==> src/rtl/pipeline_hazard_ctrl.sv <==
// pipeline_hazard_ctrl: stall/flush/hold control for load-use, branch, jump and slow memory; `HAZARD_PERF_EN adds perf counters
module pipeline_hazard_ctrl (
  input  logic        clk,
  input  logic        reset_n,
  input  logic [5:0]  i_id_rs,
  input  logic [5:0]  i_id_rt,
  input  logic        i_id_uses_rt,
  input  logic        i_ex_mem_read,
  input  logic [5:0]  i_ex_rt,
  input  logic        i_ex_branch_taken,
  input  logic        i_id_jump,
  input  logic        i_mem_busy,
  output logic        o_pc_write,
  output logic        o_if_id_write,
  output logic        o_if_id_flush,
  output logic        o_id_ex_flush,
  output logic        o_pipe_hold,
  output logic [1:0]  o_state,
  output logic        o_mem_timeout,
  output logic [15:0] o_stall_cnt,
  output logic [15:0] o_flush_cnt
);
  typedef enum logic [1:0] {RUN = 2'd0, STALL_LD = 2'd1, WAIT_MEM = 2'd2} state_t;
  state_t state, state_nxt;
  logic [7:0] wait_cnt;
  logic load_use, tmo, tmo_hit;
  assign load_use = i_ex_mem_read && i_ex_rt != 6'd0 &&
                    (i_ex_rt == i_id_rs || (i_id_uses_rt && i_ex_rt == i_id_rt));
  // the watchdog counts the current wait cycle too, so the flag shows during the 255th one
  assign tmo_hit = state == WAIT_MEM && wait_cnt >= 8'd254;
  assign o_mem_timeout = tmo | tmo_hit;
  assign o_state = state;
  // priority decode: busy > branch > load-use (masked in STALL_LD) > jump; everything off in reset
  always_comb begin
    o_pc_write = 1'b1;
    o_if_id_write = 1'b1;
    o_if_id_flush = 1'b0;
    o_id_ex_flush = 1'b0;
    o_pipe_hold = 1'b0;
    state_nxt = RUN;
    if (!reset_n) begin
      o_pc_write = 1'b0;
      o_if_id_write = 1'b0;
    end else if (i_mem_busy) begin
      o_pc_write = 1'b0;
      o_if_id_write = 1'b0;
      o_pipe_hold = 1'b1;
      state_nxt = WAIT_MEM;
    end else if (i_ex_branch_taken) begin
      o_if_id_flush = 1'b1;
      o_id_ex_flush = 1'b1;
    end else if (load_use && state != STALL_LD) begin
      o_pc_write = 1'b0;
      o_if_id_write = 1'b0;
      o_id_ex_flush = 1'b1;
      state_nxt = state == RUN ? STALL_LD : RUN;
    end else if (i_id_jump) begin
      o_if_id_flush = 1'b1;
    end
  end
  // state register
  always_ff @(posedge clk or negedge reset_n)
    if (!reset_n) state <= RUN;
    else state <= state_nxt;
  // wait counter cleared on entry, saturating; sticky timeout flag
  always_ff @(posedge clk or negedge reset_n)
    if (!reset_n) begin
      wait_cnt <= 8'd0;
      tmo <= 1'b0;
    end else begin
      if (state != WAIT_MEM && state_nxt == WAIT_MEM) wait_cnt <= 8'd0;
      else if (state == WAIT_MEM && wait_cnt != 8'hFF) wait_cnt <= wait_cnt + 8'd1;
      tmo <= tmo | tmo_hit;
    end
`ifdef HAZARD_PERF_EN
  logic [15:0] stall_cnt, flush_cnt;
  // saturating counters of stall cycles and bubble-inserting cycles
  always_ff @(posedge clk or negedge reset_n)
    if (!reset_n) begin
      stall_cnt <= 16'd0;
      flush_cnt <= 16'd0;
    end else begin
      if (!o_pc_write && stall_cnt != 16'hFFFF) stall_cnt <= stall_cnt + 16'd1;
      if ((o_if_id_flush || o_id_ex_flush) && flush_cnt != 16'hFFFF) flush_cnt <= flush_cnt + 16'd1;
    end
  assign o_stall_cnt = stall_cnt;
  assign o_flush_cnt = flush_cnt;
`else
  assign o_stall_cnt = 16'd0;
  assign o_flush_cnt = 16'd0;
`endif
endmodule

==> config.mk <==
export PLATFORM = sky130hd
export DESIGN_NAME = pipeline_hazard_ctrl
export DESIGN_NICKNAME = d
export VERILOG_FILES = /design/src/rtl/pipeline_hazard_ctrl.sv
export SDC_FILE = /design/constraint.sdc
export NUM_CORES = 1
export LEC_CHECK = 0
export CAP_MARGIN = 20
export CORE_ASPECT_RATIO = 1.5
export CORE_UTILIZATION = 39
export CTS_CLUSTER_DIAMETER = 150
export DETAILED_ROUTE_END_ITERATION = 10
export PLACE_DENSITY = 0.85
export SLEW_MARGIN = 20
export SYNTH_ARGS = -nofsm -noshare
export SYNTH_HDL_FRONTEND = slang
export SYNTH_SLANG_ARGS = --single-unit
==> constraint.sdc <==
create_clock -name clk -period 5.5 [get_ports clk]
set_clock_uncertainty 0.15 [all_clocks]
set_input_delay 1.1 -clock clk [delete_from_list [all_inputs] [get_ports clk]]
set_output_delay 1.1 -clock clk [all_outputs]
set_load 0.005 [all_outputs]
==> results.md, run 1 <==
| Group | Result | Value |
|:---|:---|:---|
| timing | Final critical delay including setup and external delays | 4.40 ns |
| place | Count of buffers from port buffering | 32 |
| cells and area | Area grow syn2layout | 22.6% |
| synth | Number of warning messages in the yosys log | 0 |
| clock tree | Bufs on Longest Clock Path | 2 |
| floorplan | Die Outline Area | 2870 um^2 |
| synth | Post-Synthesis Cell Area | 1040 um^2 |
| critical path | Minimum setup slack among reg-to-reg paths | 3.80 ns |
| clock tree | TritonCTS Buffers | 3 |
| timing | Hold Violations, Final | 0 |
| floorplan | Die span in y | 65.2 um |
| critical path | Arrival time of data at the critical path endpoint | 3.15 ns |
| power and ir drop | P_int | 156 uW |
| global route | Number of global-route vias before repair | 811 |
| power and ir drop | Combinational group share of total power | 31.1% |
| flow run | Number of max-cap violations | 0 |
| synth | Mean Syn Cell Area | 8.79 um^2 |
| cells and area | Nets | 179 |
| drt | Drt first-iter violations | 29 |
| hold path | Hold path start | tmo |
| clock tree | CTS HTree Levels | 1 |
| drt | DRC violations left | 1 |
| clock tree | Clock transition time at the flip-flop clock pins of the worst setup and hold paths | 0.07 ns |
| place | Number of placed instances, taps included | 171 |
| timing | Number of endpoints failing setup at the final stage | 0 |
| synth | Library cells used by synthesis | 33 |
| clock tree | Hold bufs inserted after CTS | 0 |
| timing | Sum of negative setup slack | 0 ns |
| drt | Detailed Route WL | 1.98 mm |
| timing | Transition at the pin with the smallest max-transition slack | 0.569 ns |
| run status | Violated checks | design-rule violations |
| global route | Number of antenna violations at the first check in global routing | 0 |
| clock tree | Number of setup buffers added after CTS | 0 |
| cells and area | # fillers | 236 |
| global route | Sum of overflow across all layers after global routing | 0 |
| floorplan | Die W | 44.1 um |
| global route | Largest net degree at the start of global routing | 15 |
| power and ir drop | Share of total power consumed by net switching | 32.6% |
| critical path | Required time of the critical path | 4.25 ns |
| place | Dpl cell area | 1240 um^2 |
| synth | Dominant cell type by area after synthesis | sky130_fd_sc_hd__dfrtp_1 |
| cells and area | Number of inserted diodes | 0 |
| power and ir drop | Overall power | 231 uW |
| clock tree | Resized cells post-CTS | 0 |
| clock tree | TritonCTS clock tree | done |
| timing | Final worst-path cycle share | 79.9% |
| floorplan | Site row count | 22 |
| critical path | FF-to-FF path depth | 5 |
| place | Post-detail-place hpwl | 1.64 mm |
| critical path | Type of element launching the critical path | input port |
| drt | WL met1 | 635 um |
| cells and area | Footprint of the multi-input gates | 608 um^2 |
| synth | #FFs+latches synth | 11 |
| synth | Commonest register cell after synthesis | sky130_fd_sc_hd__dfrtp_1 |
| cells and area | Finished Core Util | 51.3% |
| critical path | Startpoint of the lowest-slack register-to-register path | wait_cnt[1] |
| hold path | Number of cells traversed by the worst hold path | 1 |
| power and ir drop | Standby leakage power | 0.565 nW |
| timing | Headroom to the max-slew limit | 62.0% |
| synth | Post-synthesis cell count | 118 |
| cells and area | Commonest non-fill, non-tap cells in the layout | sky130_fd_sc_hd__conb_1 (32), sky130_fd_sc_hd__clkdlybuf4s50_1 (32), sky130_fd_sc_hd__xnor2_1 (15), sky130_fd_sc_hd__dfrtp_1 (11) |
| power and ir drop | Share of power burned in registers | 43.6% |
| power and ir drop | Switch Pwr | 75.5 uW |
| drt | Top routing layer in use | met4 |
| cells and area | Final std cell area, no fill | 1270 um^2 |
| synth | Leading cell types by total area after synthesis | sky130_fd_sc_hd__dfrtp_1 (27%), sky130_fd_sc_hd__buf_4 (24%), sky130_fd_sc_hd__xnor2_1 (13%) |
| drt | Length of routed met2 wiring | 1.19 mm |
| clock tree | Latest clock arrival within the worst-skew pair | 0.28 ns |
| drt | Number of nets still failing antenna checks after routing | 0 |
| critical path | Critical register-to-register path endpoint | wait_cnt[6] |
| critical path | Worst-path fanout max | 3 |
| place | Routability Congestion | 0.706 |
| run status | Run status | finished, violations left |
| floorplan | Top-Level Pins | 65 |
| hold path | Worst min path class | reg2reg |
| drt | Drt wl/cell | 11.3 um |
| floorplan | Core Area | 2480 um^2 |
| timing | Number of slew-limit violations in the final report | 0 |
| drt | Detailed-route vias per instance | 4.83 |
| synth | FFs w/ async S/R, synth | 100% |
| timing | Highest Clock Rate | 227 MHz |
| critical path | Kind of end point of the critical path | primary output |
| drt | Total iterations of the first detailed-routing run | 11 |
| power and ir drop | Clock group share of total power | 25.3% |
| hold path | Endpoint of the worst hold path | tmo |
| clock tree | Clock Root Buffer | sky130_fd_sc_hd__clkbuf_4 |
| timing | Setup repair after global routing missed its margin | no |
| clock tree | Number of sinks driven by the clock tree | 11 |
| drt | Total length of routed met3 wires | 134 um |
| cells and area | Fraction of final layout cells with drive strength greater than 1 | 5.30% |
| cells and area | Reg area | 275 um^2 |
| global route | First-pass GRT wire length | 3.32 mm |
| power and ir drop | Pwr dens | 182 nW/um^2 |
| global route | Global routing usage summed across all routing layers | 15.8% |
| critical path | Start-to-end type of the worst setup path | in2out |
| power and ir drop | IR drop worst, VDD | 0.000110 V |
| synth | Portion of synthesized cell area occupied by the leading cell type | 26.5% |
| floorplan | Initial cell density of the core | 41.9% |
| synth | Sequential area share after synthesis | 26.5% |
| synth | Number of enable-type register cells in the synthesized netlist | 0 |
| drt | Vias post-DR | 846 |
| cells and area | Post-route insts no fill | 175 |
how the worst max path moves through the flow:
stage / startpoint / to / slack, ns / cells past startpoint
2_1_floorplan: i_ex_rt[0] / o_pc_write / 2.03 / 5
3_3_place_gp: i_ex_rt[0] / o_if_id_write / 1.15 / 6
3_5_place_dp: i_ex_rt[1] / o_pc_write / 1.09 / 6
4_1_cts: i_ex_rt[1] / o_pc_write / 1.09 / 6
5_1_grt: i_ex_rt[0] / o_if_id_write / 0.95 / 6
6_report: i_ex_rt[1] / o_pc_write / 1.10 / 6
worst max-delay path: stages:
cell	delay, ns
sky130_fd_sc_hd__clkdlybuf4s50_1	0.47
sky130_fd_sc_hd__or4_1	0.52
sky130_fd_sc_hd__o221ai_1	0.23
sky130_fd_sc_hd__nor2_1	0.11
sky130_fd_sc_hd__a21oi_1	0.19
sky130_fd_sc_hd__clkdlybuf4s50_1	0.53
power by group through the flow:
stage          Sequential [mW]  Clock (mW)  Combinational, mW
4_1_cts                  0.101      0.0602             0.0723
6_report                 0.101      0.0585             0.0719
5_1_grt                  0.103      0.0619             0.0803
3_3_place_gp             0.100           0             0.0695
3_5_place_dp             0.102           0             0.0721
2_1_floorplan           0.0989           0             0.0573
state kept, by name, indices dropped and copies added, names as in the netlist:
signal and flops:
tmo 1, o_state 2, wait_cnt 8
logic make-up after synthesis:
logic type | count (synthesis) | synth area share, %
AOI/OAI and AO/OA | 13 | 10.9
xor gates and xnor gates | 15 | 12.7
adders and majority gates | 2 | 2.41
buffers and inverters | 37 | 26.1
DFF | 11 | 26.5
muxes | 3 | 2.90
other | 1 | 0.362
and+or+nand+nor | 36 | 18.2
per-layer routing:
layer	vias to the layer above	track usage, %
met3	2	2.20
met2	48	30.0
met5	-	0
li1	400	-
met1	396	14.4
met4	0	11.4
Yosys cell counts, drive strengths merged (2+ instances only):
library cell and n:
buf 34, xnor2 15, dfrtp 11, nand2 7, nor2 7, a21oi 4, and3 3, inv 3
mux2i 3, nand2b 3, nand3 3, nand4 3, and2 2, ha 2, nor3 2
area by class of cell:
type	instances	area share, %
Multi-Input combinational cell	101	47.8
Clock buffer	4	2.07
Inverter	3	0.886
Sequential cell	11	21.7
Timing Repair Buffer	32	25.2
Tap cell	24	2.36
per-stage QoR:
stage | hold slack (ns) | setup WS [ns]
floorplan | 0.295 | 2.03
global placement | 0.303 | 1.15
detailed placement | 0.321 | 1.09
CTS | 0.337 | 1.09
global route | 0.354 | 0.955
finish | 0.336 | 1.10
Note: power is estimated with default switching activity, not from simulation.
==> inputs of run 2 (changes only) <==
- CORE_UTILIZATION: 39 -> 37
- PLACE_DENSITY: 0.85 -> 0.81
- clock period: 5.5 -> 4.2 ns (I/O delays scaled with it)
==> results.md, run 2 (synthesized netlist as in run 1, its figures left out) <==
| Group | Result | Value | Change |
|:---|:---|:---|:---|
| run status | Run status | finished, final reports clean |  |
| clock tree | TritonCTS clock tree | done |  |
| clock tree | TritonCTS Buffers | 3 | unchanged |
| hold path | Worst min path class | reg2reg |  |
| clock tree | Hold bufs inserted after CTS | 0 | unchanged |
| power and ir drop | Combinational group share of total power | 28.4% | -2.7 points |
| floorplan | Top-Level Pins | 65 | unchanged |
| floorplan | Site row count | 23 | +4.5% |
| drt | Vias post-DR | 851 | +0.59% |
| floorplan | Die Outline Area | 3020 um^2 | +5.2% |
| power and ir drop | Switch Pwr | 101 uW | +34% |
| drt | Drt wl/cell | 10.9 um | -3.8% |
| flow run | Number of max-cap violations | 0 | unchanged |
| timing | Hold Violations, Final | 0 | unchanged |
| critical path | Type of element launching the critical path | input port |  |
| clock tree | Latest clock arrival within the worst-skew pair | 0.25 ns | -0.03 ns |
| drt | Number of nets still failing antenna checks after routing | 0 | unchanged |
| clock tree | Bufs on Longest Clock Path | 2 | unchanged |
| clock tree | CTS HTree Levels | 1 | unchanged |
| power and ir drop | P_int | 235 uW | +51% |
| floorplan | Initial cell density of the core | 38.8% | -3.1 points |
| critical path | Arrival time of data at the critical path endpoint | 2.90 ns | -0.25 ns |
| critical path | Start-to-end type of the worst setup path | in2out |  |
| timing | Number of slew-limit violations in the final report | 0 | unchanged |
| clock tree | Number of sinks driven by the clock tree | 11 | unchanged |
| drt | DRC violations left | 0 | -1 |
| place | Post-detail-place hpwl | 1.72 mm | +5.3% |
| place | Count of buffers from port buffering | 32 | unchanged |
| floorplan | Core Area | 2680 um^2 | +8.0% |
| cells and area | Reg area | 275 um^2 | unchanged |
| cells and area | Commonest non-fill, non-tap cells in the layout | sky130_fd_sc_hd__conb_1 (32), sky130_fd_sc_hd__clkdlybuf4s50_1 (32), sky130_fd_sc_hd__xnor2_1 (15), sky130_fd_sc_hd__dfrtp_1 (11) |  |
| clock tree | Clock transition time at the flip-flop clock pins of the worst setup and hold paths | 0.05 ns | -0.02 ns |
| global route | Number of global-route vias before repair | 818 | +0.86% |
| power and ir drop | Clock group share of total power | 32.4% | +7.1 points |
| critical path | Kind of end point of the critical path | primary output |  |
| timing | Sum of negative setup slack | 0 ns | unchanged |
| clock tree | Number of setup buffers added after CTS | 0 | unchanged |
| drt | Detailed-route vias per instance | 4.50 | -6.9% |
| critical path | Worst-path fanout max | 3 | unchanged |
| floorplan | Die span in y | 66.8 um | +2.6% |
| timing | Highest Clock Rate | 257 MHz |  |
| power and ir drop | IR drop worst, VDD | 0.000135 V | +23% |
| cells and area | # fillers | 263 | +11% |
| global route | Global routing usage summed across all routing layers | 15.8% | -0.047 points |
| cells and area | Number of flip-flops under the largest register name | 8 | unchanged |
| power and ir drop | Share of power burned in registers | 39.2% | -4.4 points |
| clock tree | Clock Root Buffer | sky130_fd_sc_hd__clkbuf_8 |  |
| global route | Sum of overflow across all layers after global routing | 0 | unchanged |
| drt | Total iterations of the first detailed-routing run | 4 | -7 |
| global route | First-pass GRT wire length | 3.40 mm | +2.5% |
| power and ir drop | Share of total power consumed by net switching | 30.0% | -2.6 points |
| cells and area | Area grow syn2layout | 26.7% |  |
| power and ir drop | Pwr dens | 256 nW/um^2 | +41% |
| cells and area | Fraction of final layout cells with drive strength greater than 1 | 5.92% | +0.62 points |
| cells and area | Nets | 180 | +0.56% |
| critical path | Required time of the critical path | 3.21 ns | -1.04 ns |
| timing | Setup repair after global routing missed its margin | no |  |
| timing | Final worst-path cycle share | 92.6% |  |
| place | Routability Congestion | 0.765 | +8.4% |
| timing | Number of endpoints failing setup at the final stage | 0 | unchanged |
| cells and area | Post-route insts no fill | 189 | +8.0% |
| clock tree | Resized cells post-CTS | 0 | unchanged |
| floorplan | Die W | 45.2 um | +2.6% |
| power and ir drop | Standby leakage power | 0.577 nW | +2.2% |
| cells and area | Register bank with the most flops | wait_cnt |  |
| power and ir drop | Overall power | 336 uW | +45% |
| global route | Largest net degree at the start of global routing | 11 | -4 |
| cells and area | Number of inserted diodes | 0 | unchanged |
| cells and area | Footprint of the multi-input gates | 608 um^2 | unchanged |
| drt | Drt first-iter violations | 15 | -48% |
| timing | Final critical delay including setup and external delays | 3.89 ns |  |
| place | Number of placed instances, taps included | 185 | +8.2% |
| drt | Detailed Route WL | 2.06 mm | +3.9% |
| global route | Number of antenna violations at the first check in global routing | 0 | unchanged |
[run 2: cell type report]
cell class              count  share of cell area (%)
well taps                  37                    3.52
flip-flops and latches     11                    21.0
clock buffers               4                    3.43
inverters                   3                   0.857
repair buffers             33                    25.0
multi-input cells         101                    46.3
[run 2: metal layers]
layer / track usage, % / wire, um / share of wire (%)
met1: 14.0 / 645 / 31
met2: 30.1 / 1230 / 60
met3: 2.71 / 119 / 5.8
met4: 11.0 / 59 / 2.9
met5: 0 / 0 / 0
[run 2: power groups by stage]
stage | combinational, mW | clock, mW | sequential, mW
floorplan | 0.0750 | 0 | 0.130
global placement | 0.0925 | 0 | 0.131
detailed placement | 0.0962 | 0 | 0.132
CTS | 0.0966 | 0.114 | 0.131
global route | 0.108 | 0.116 | 0.133
finish | 0.0956 | 0.109 | 0.132
[run 2: per-stage QoR]
step                      cell area, um^2  util [%]  worst slack [ns]  hold slack (ns)
after floorplan                      1150         -              1.25            0.295
after global placement               1270      47.4             0.377            0.302
after detailed placement             1270      47.4             0.322            0.313
after CTS                            1310      49.1             0.318            0.324
after global routing                 1310      49.1             0.155            0.336
final                                1310      49.1             0.312            0.317
[run 2: final timing paths]
check | slack, ns | to | startpoint | cells past startpoint
min in group asynchronous | 0.65 | o_state[0] | reset_n | 1
max in group asynchronous | 2.86 | wait_cnt[6] | reset_n | 2
min reg2reg | 0.32 | tmo | tmo | 1
max reg2reg | 2.51 | wait_cnt[6] | wait_cnt[1] | 5
max | 0.31 | o_if_id_write | i_ex_rt[0] | 6
min | 0.32 | tmo | tmo | 1
[run 2: critical path, stage by stage]
cell and delay [ns]:
sky130_fd_sc_hd__clkdlybuf4s50_1 0.46, sky130_fd_sc_hd__or4_1 0.54, sky130_fd_sc_hd__o221ai_1 0.22, sky130_fd_sc_hd__nor2_1 0.10, sky130_fd_sc_hd__a21oi_1 0.20, sky130_fd_sc_hd__clkdlybuf4s50_1 0.53
